`config.mk`:
```
export PLATFORM = sky130hd
export DESIGN_NAME = b2_sequential_comparator
export DESIGN_NICKNAME = d
export VERILOG_FILES = /design/src/rtl/b2_sequential_comparator.sv
export SDC_FILE = /design/constraint.sdc
export NUM_CORES = 1
export LEC_CHECK = 0
export CORE_ASPECT_RATIO = 0.6
export CORE_MARGIN = 2
export CORE_UTILIZATION = 45
export CTS_BUF_LIST = sky130_fd_sc_hd__clkbuf_4
export DETAILED_ROUTE_END_ITERATION = 8
export PLACE_DENSITY = 0.69
export SLEW_MARGIN = 20
export SYNTH_ARGS = -nofsm -noshare
export SYNTH_HDL_FRONTEND = slang
export SYNTH_SLANG_ARGS = --single-unit
export TNS_END_PERCENT = 1
```
`constraint.sdc`:
```
create_clock -name clock -period 4.2 [get_ports clock]
set_clock_uncertainty 0.05 [all_clocks]
set_input_delay 1.26 -clock clock [delete_from_list [all_inputs] [get_ports clock]]
set_output_delay 1.26 -clock clock [all_outputs]
set_load 0.05 [all_outputs]
```
`src/rtl/b2_sequential_comparator.sv`:
```
// rtl/b2_sequential_comparator.sv - multi-cycle chunked comparator with soc/eoc handshake
// Subtracts K bits per clock, LSB chunk first, and emits the one-hot eq/gr/lr flag triple.
module b2_sequential_comparator #(
  parameter int N = 8,
  parameter int K = 1
) (
  input  logic         clock,
  input  logic         reset_,
  input  logic         soc,
  input  logic         mode,
  input  logic [N-1:0] x,
  input  logic [N-1:0] y,
  output logic         eoc,
  output logic         flag_eq,
  output logic         flag_gr,
  output logic         flag_lr
);

  localparam int STEPS = N / K;
  localparam int CW    = $clog2(STEPS + 1);

  localparam logic [1:0] S_IDLE = 2'd0;
  localparam logic [1:0] S_CALC = 2'd1;
  localparam logic [1:0] S_WAIT = 2'd2;

  logic [1:0]    state;
  logic [N-1:0]  x_sh;
  logic [N-1:0]  y_sh;
  logic          mode_r;
  logic          sign_x;
  logic          sign_y;
  logic          borrow;
  logic          nz;
  logic [CW-1:0] cnt;

  logic [K:0]    diff;
  logic          borrow_out;
  logic          nz_next;
  logic          last_step;
  logic          res_lr;
  logic          res_eq;

  // One chunk of the ripple subtract; bit K of the zero-extended difference is the borrow-out.
  always_comb begin
    diff       = {1'b0, x_sh[K-1:0]} - {1'b0, y_sh[K-1:0]} - {{K{1'b0}}, borrow};
    borrow_out = diff[K];
    nz_next    = nz | (diff[K-1:0] != '0);
    last_step  = (cnt == CW'(STEPS - 1));
    if (mode_r) begin
      res_lr = sign_x ^ sign_y ^ borrow_out;
      res_eq = ~nz_next;
    end else begin
      res_lr = borrow_out;
      res_eq = ~nz_next & ~borrow_out;
    end
  end

  assign eoc = (state != S_CALC);

  always_ff @(posedge clock or negedge reset_) begin
    if (!reset_) begin
      state   <= S_IDLE;
      x_sh    <= '0;
      y_sh    <= '0;
      mode_r  <= 1'b0;
      sign_x  <= 1'b0;
      sign_y  <= 1'b0;
      borrow  <= 1'b0;
      nz      <= 1'b0;
      cnt     <= '0;
      flag_eq <= 1'b0;
      flag_gr <= 1'b0;
      flag_lr <= 1'b0;
    end else begin
      case (state)
        S_IDLE: begin
          if (soc) begin
            x_sh    <= x;
            y_sh    <= y;
            mode_r  <= mode;
            sign_x  <= x[N-1];
            sign_y  <= y[N-1];
            borrow  <= 1'b0;
            nz      <= 1'b0;
            cnt     <= '0;
            flag_eq <= 1'b0;
            flag_gr <= 1'b0;
            flag_lr <= 1'b0;
            state   <= S_CALC;
          end
        end
        S_CALC: begin
          borrow <= borrow_out;
          nz     <= nz_next;
          x_sh   <= x_sh >> K;
          y_sh   <= y_sh >> K;
          cnt    <= cnt + CW'(1);
          if (last_step) begin
            flag_lr <= res_lr;
            flag_eq <= res_eq;
            flag_gr <= ~res_lr & ~res_eq;
            state   <= S_WAIT;
          end
        end
        S_WAIT: begin
          // soc must drop before another comparison can be accepted.
          if (!soc) state <= S_IDLE;
        end
        default: state <= S_IDLE;
      endcase
    end
  end

endmodule
```
==> results of run 1 <==
[layout by cell type, fill, tap and decap left out, types with 4 or more instances in the layout]
master and count:
buf_4 4, a22oi_1 14, o21ai_1 19, clkdlybuf4s50_1 23, nor2b_1 13, nand2_1 21, clkbuf_4 7, dfrtp_1 30
nor2_1 4, a21oi_1 12
[stage by stage]
step	total power, mW	utilization, %	setup slack [ns]	std cells
4_1_cts	1.20	56.4	0.678	220
3_5_place_dp	1.03	54.8	0.987	213
3_3_place_gp	1.01	54.8	1.08	213
5_1_grt	1.29	56.4	0.603	220
2_1_floorplan	0.888	-	2.07	149
6_report	1.19	56.4	0.698	220
[worst paths after layout]
check,start,endpoint,cells past startpoint
max,state[1],eoc,3
min,y_sh[4],y_sh[4],2
min reg2reg,y_sh[4],y_sh[4],2
max reg2reg,state[1],flag_lr,4
min in group asynchronous,reset_,x_sh[4],2
max in group asynchronous,reset_,y_sh[7],2
[routing by layer]
metal  GRT usage, %  up-vias  share of wire, %
li1               -      584                 -
met1           25.6      556                49
met2           28.6       26                45
met3           6.11        6               5.4
met4           8.93        0               1.4
met5              0        -                 0
[power by group through the flow]
stage                     registers, mW  logic [mW]  clock network [mW]
after CTS                         0.497       0.529               0.178
after global placement            0.498       0.511                   0
after detailed placement          0.502       0.528                   0
after global routing              0.518       0.584               0.192
final                             0.499       0.522               0.171
after floorplan                   0.518       0.369                   0
[logic make-up after synthesis]
group | count (synthesis)
AOI/OAI and AO/OA | 54
and+or+nand+nor | 48
DFF | 30
buffers and inverters | 10
muxes | 3
xor gates and xnor gates | 2
adders and majority gates | 2
[flip-flops by register name (all words and copies together), names as in the netlist, 2 cells and up]
register and count:
cnt 4, state 2, x_sh 8, y_sh 8
[final cells by class]
type	count	area (sq um)	area share, %
Tap cell	45	56.3	3.13
Clock buffer	7	52.6	2.92
Timing Repair Buffer	27	260	14.5
Inverter	2	10.0	0.557
Sequential cell	30	751	41.8
Multi-Input combinational cell	109	667	37.1
[worst max-delay path, cell delays in order, from the launching register on]
cell,delay (ns)
dfrtp_1,0.39
and2b_1,0.65
inv_4,0.09
clkdlybuf4s50_1,0.73
[synth_stat cells (2+ instances only)]
cell	number
dfrtp_1	30
nor2_1	4
nand2b_1	2
clkbuf_1	4
a22oi_1	14
and2b_1	2
nor2b_1	13
nand2_1	21
mux2_2	2
a22o_1	3
buf_2	3
o21ai_1	19
a21oi_1	12
==> impl_metrics.toml, run 1 <==
[logic_synthesis]
synth_cells = 149
netlist_area_sq_um = 1470
synthArstFlopShare_pct = 100
synthTopCellsByArea = "dfrtp_1 (51%), a22oi_1 (7.2%), o21ai_1 (6.5%)"
synth_edf_count = 0
synth_top_area_share_pct = 51.1
syn_nets = 171
ys.warnings.count = 0
postSynthAreaPerCell_sq_um = 9.86
ys_types = 33
synthSimpleGateAreaFrac_pct = 17.2
synthAdderAreaFrac_pct = 2.21
synth_top_family_by_area = "compound AO/OA/AOI/OAI gates"
synth-xor-area-share_pct = 1.19
muxShareOfSynthArea_pct = 2.21
ys_seq_area_share_pct = 51.1
synth-compound-area-share_pct = 22.6
synth_top_area_cell = "dfrtp_1"
ys.flop_type = "dfrtp_1"
ys_ff_latch = 30

[critical_path]
required_ns = 2.89
critPathLaunchType = "register"
reg2reg_slack_ns = 2.23
cp-end-kind = "output pin"
worstSetupPathType = "register to output pin"
path_max_fanout = 17
arrival_ns = 2.19

[detailed_routing]
drc = 0
vias = 1172
postRouteAntennaNets = 0
wl_mm = 3.20
wl_per_cell_microns = 14.5
drtIter0Drc = 94
first_pass_iters = 4
viasPerCell = 5.33

[finish]
drive_gt1_share_pct = 9.14
nNetsFinal = 197
nFillCells = 269
design_area_sq_um = 1800
syn_to_final_growth_pct = 22.3
insertedDiodeCount = 0

[global_routing]
grt_max_degree = 31
grt_pass1_wl_mm = 5.20
antenna_found_initial = 0
grt_overflow_total = 0
first_global_vias = 1050
grt_usage_pct = 19.0

[clocking]
cts_made_buffers = 5
cts_buffer_depth = 2
cts_hold_buf = 0
cts_resized = 0
path_clk_slew_ns = 0.08
cts_max_level = 2
cts_root_buf = "clkbuf_4"
clock-sinks = 30
cts_tree = "done"
post_cts_buffers = 0
insertion_delay_ns = 0.33

[timing]
fin_crit_sh_pct = 83.4
final_max_slew_viol_count = 0
rsz0062_at_grt = "false"
fmax_ghz = 0.286
slew_headroom_pct = 53.5
worst_pin_slew_ns = 0.697
setup_tns_ns = 0
final_hold_viol_count = 0
setup-violations-final = 0
fin_hold_ws_ns = 0.457
fin_crit_ns = 3.50

[power_and_ir_drop]
vdd_drop_max_v = 0.000363
power_frac_clock_pct = 14.4
p_int_mw = 0.710
leakagePower_nw = 0.760
p_sw_mw = 0.482
power.density_nw_per_um2 = 663
power_frac_seq_pct = 41.8
swShare_pct = 40.4
pwr-share-comb_pct = 43.8

[hold_path]
hp-class = "register to register"

[placed_design]
routabilityCongestion = 0.784
place_area_sq_um = 1740
io_buffers = 23
hpwl_mm = 2.21

[floorplan]
die_w_microns = 77.8
fp.dieH_microns = 48.3
num_io_pins = 24
coreArea_sq_um = 3180
start_util_pct = 46.1
rows = 16
dieArea_sq_um = 3750

[job]
max_cap_violations = 0

[status]
status = "finished clean"
(Power assumes the default switching activity.)
==> run 2: changes to the inputs <==
PLACE_DENSITY = 0.72   (was 0.69)
clock period = 2.9 ns   (was 4.2 ns; I/O delays follow)
==> impl_metrics.toml, run 2 (same netlist as run 1, synthesis figures left out) <==
[clocking]
cts_max_level = 2
cts_buffer_depth = 2
cts_root_buf = "clkbuf_4"
insertion_delay_ns = 0.33
path_clk_slew_ns = 0.10
post_cts_buffers = 0
cts_made_buffers = 5
cts_resized = 0
clock-sinks = 30
cts_hold_buf = 0
cts_tree = "done"

[placed_design]
placedCellCount = 215
io_buffers = 23
hpwl_mm = 2.23
routabilityCongestion = 0.798

[critical_path]
arrival_ns = 1.51
crit_slowest_cell = "clkdlybuf4s50_1"
cp-end-kind = "output pin"
required_ns = 1.98
path_max_fanout = 2
max_stage_delay_ns = 0.81
critPathLaunchType = "register"
cp.buffers_inverters = 1
worstSetupPathType = "register to output pin"
crit_path_cell_trace = "clkdlybuf4s50_1"
crit_family = "buffers and inverters"

[global_routing]
grt_usage_pct = 18.1
grt_overflow_total = 0
antenna_found_initial = 0
grt_pass1_wl_mm = 4.97
first_global_vias = 1060
grt_max_degree = 31

[power_and_ir_drop]
swShare_pct = 39.2
leakagePower_nw = 0.788
power.density_nw_per_um2 = 1000
power_frac_clock_pct = 17.8
p_int_mw = 1.13
pwr-share-comb_pct = 43.4
p_sw_mw = 0.725
power_frac_seq_pct = 38.9
vdd_drop_max_v = 0.000555

[timing]
fin_hold_ws_ns = 0.459
final_max_slew_viol_count = 0
fin_crit_sh_pct = 83.9
slew_headroom_pct = 65.2
fin_crit_ns = 2.43
rsz0062_at_grt = "false"
setup-violations-final = 0
setup_tns_ns = 0
fmax_ghz = 0.411
final_hold_viol_count = 0
worst_pin_slew_ns = 0.521

[floorplan]
die_w_microns = 77.8
dieArea_sq_um = 3750
start_util_pct = 46.1
coreArea_sq_um = 3180
rows = 16
num_io_pins = 24
fp.dieH_microns = 48.3

[detailed_routing]
drtIter0Drc = 73
drc = 0
vias = 1168
viasPerCell = 5.24
wl_per_cell_microns = 14.3
first_pass_iters = 4
postRouteAntennaNets = 0
wl_mm = 3.20

[finish]
nNetsFinal = 199
fin_util_pct = 58.0
final_cell_mix = "dfrtp_1 (30), clkdlybuf4s50_1 (22), nand2_1 (21)"
final_cells = 223
reg_top3 = "x_sh x8, y_sh x8, cnt x4"
insertedDiodeCount = 0
layout_commonest_cell = "dfrtp_1"
nFillCells = 278
drive_gt1_share_pct = 11.2
syn_to_final_growth_pct = 25.7

[status]
status = "finished clean"

[job]
max_cap_violations = 0

[hold_path]
hp-class = "register to register"
[run 2: per-layer routing]
metal | part of all wire [%] | track usage [%]
met1 | 51 | 24.7
met2 | 42 | 27.6
met3 | 4.9 | 5.37
met4 | 1.3 | 7.50
met5 | 0 | 0
[run 2: area by class of cell]
cell class,instances,area [sq um],area share [%]
Timing Repair Buffer,29,285,15.4
Clock inverter,3,40.0,2.17
Tap cell,45,56.3,3.05
Clock buffer,5,37.5,2.03
Sequential cell,30,751,40.7
Multi-Input combinational cell,109,667,36.1
Inverter,2,10.0,0.542
[run 2: path summary, 6_finish.rpt]
path	endpoint	depth (start not counted)	start	slack [ns]
worst min register to register	y_sh[4]	2	y_sh[4]	0.46
worst max register to register	flag_lr	5	state[0]	1.21
worst min-delay path	y_sh[4]	2	y_sh[4]	0.46
min in group asynchronous	cnt[1]	2	reset_	0.86
worst max-delay path	flag_gr	1	flag_gr	0.47
max in group asynchronous	y_sh[0]	2	reset_	1.65
[run 2: worst reg2reg max path, delay by kind of cell (launching register included)]
kind	cells	cell delay [ns]
buffers and inverters	2	0.33
DFF	1	0.33
muxes	1	0.37
and+or+nand+nor	2	0.51
[run 2: power by group through the flow]
stage	registers, mW	logic (mW)	clock network [mW]
floorplan	0.750	0.535	0
global placement	0.716	0.773	0
detailed placement	0.723	0.806	0
CTS	0.717	0.809	0.334
global route	0.738	0.892	0.354
finish	0.719	0.803	0.329
[run 2: through the flow]
step / area, sq um / worst slack, ns / total power [mW]
after floorplan: 1470 / 1.16 / 1.29
after global placement: 1770 / 0.572 / 1.49
after detailed placement: 1770 / 0.505 / 1.53
after CTS: 1850 / 0.444 / 1.86
after global routing: 1850 / 0.426 / 1.98
final: 1850 / 0.466 / 1.85
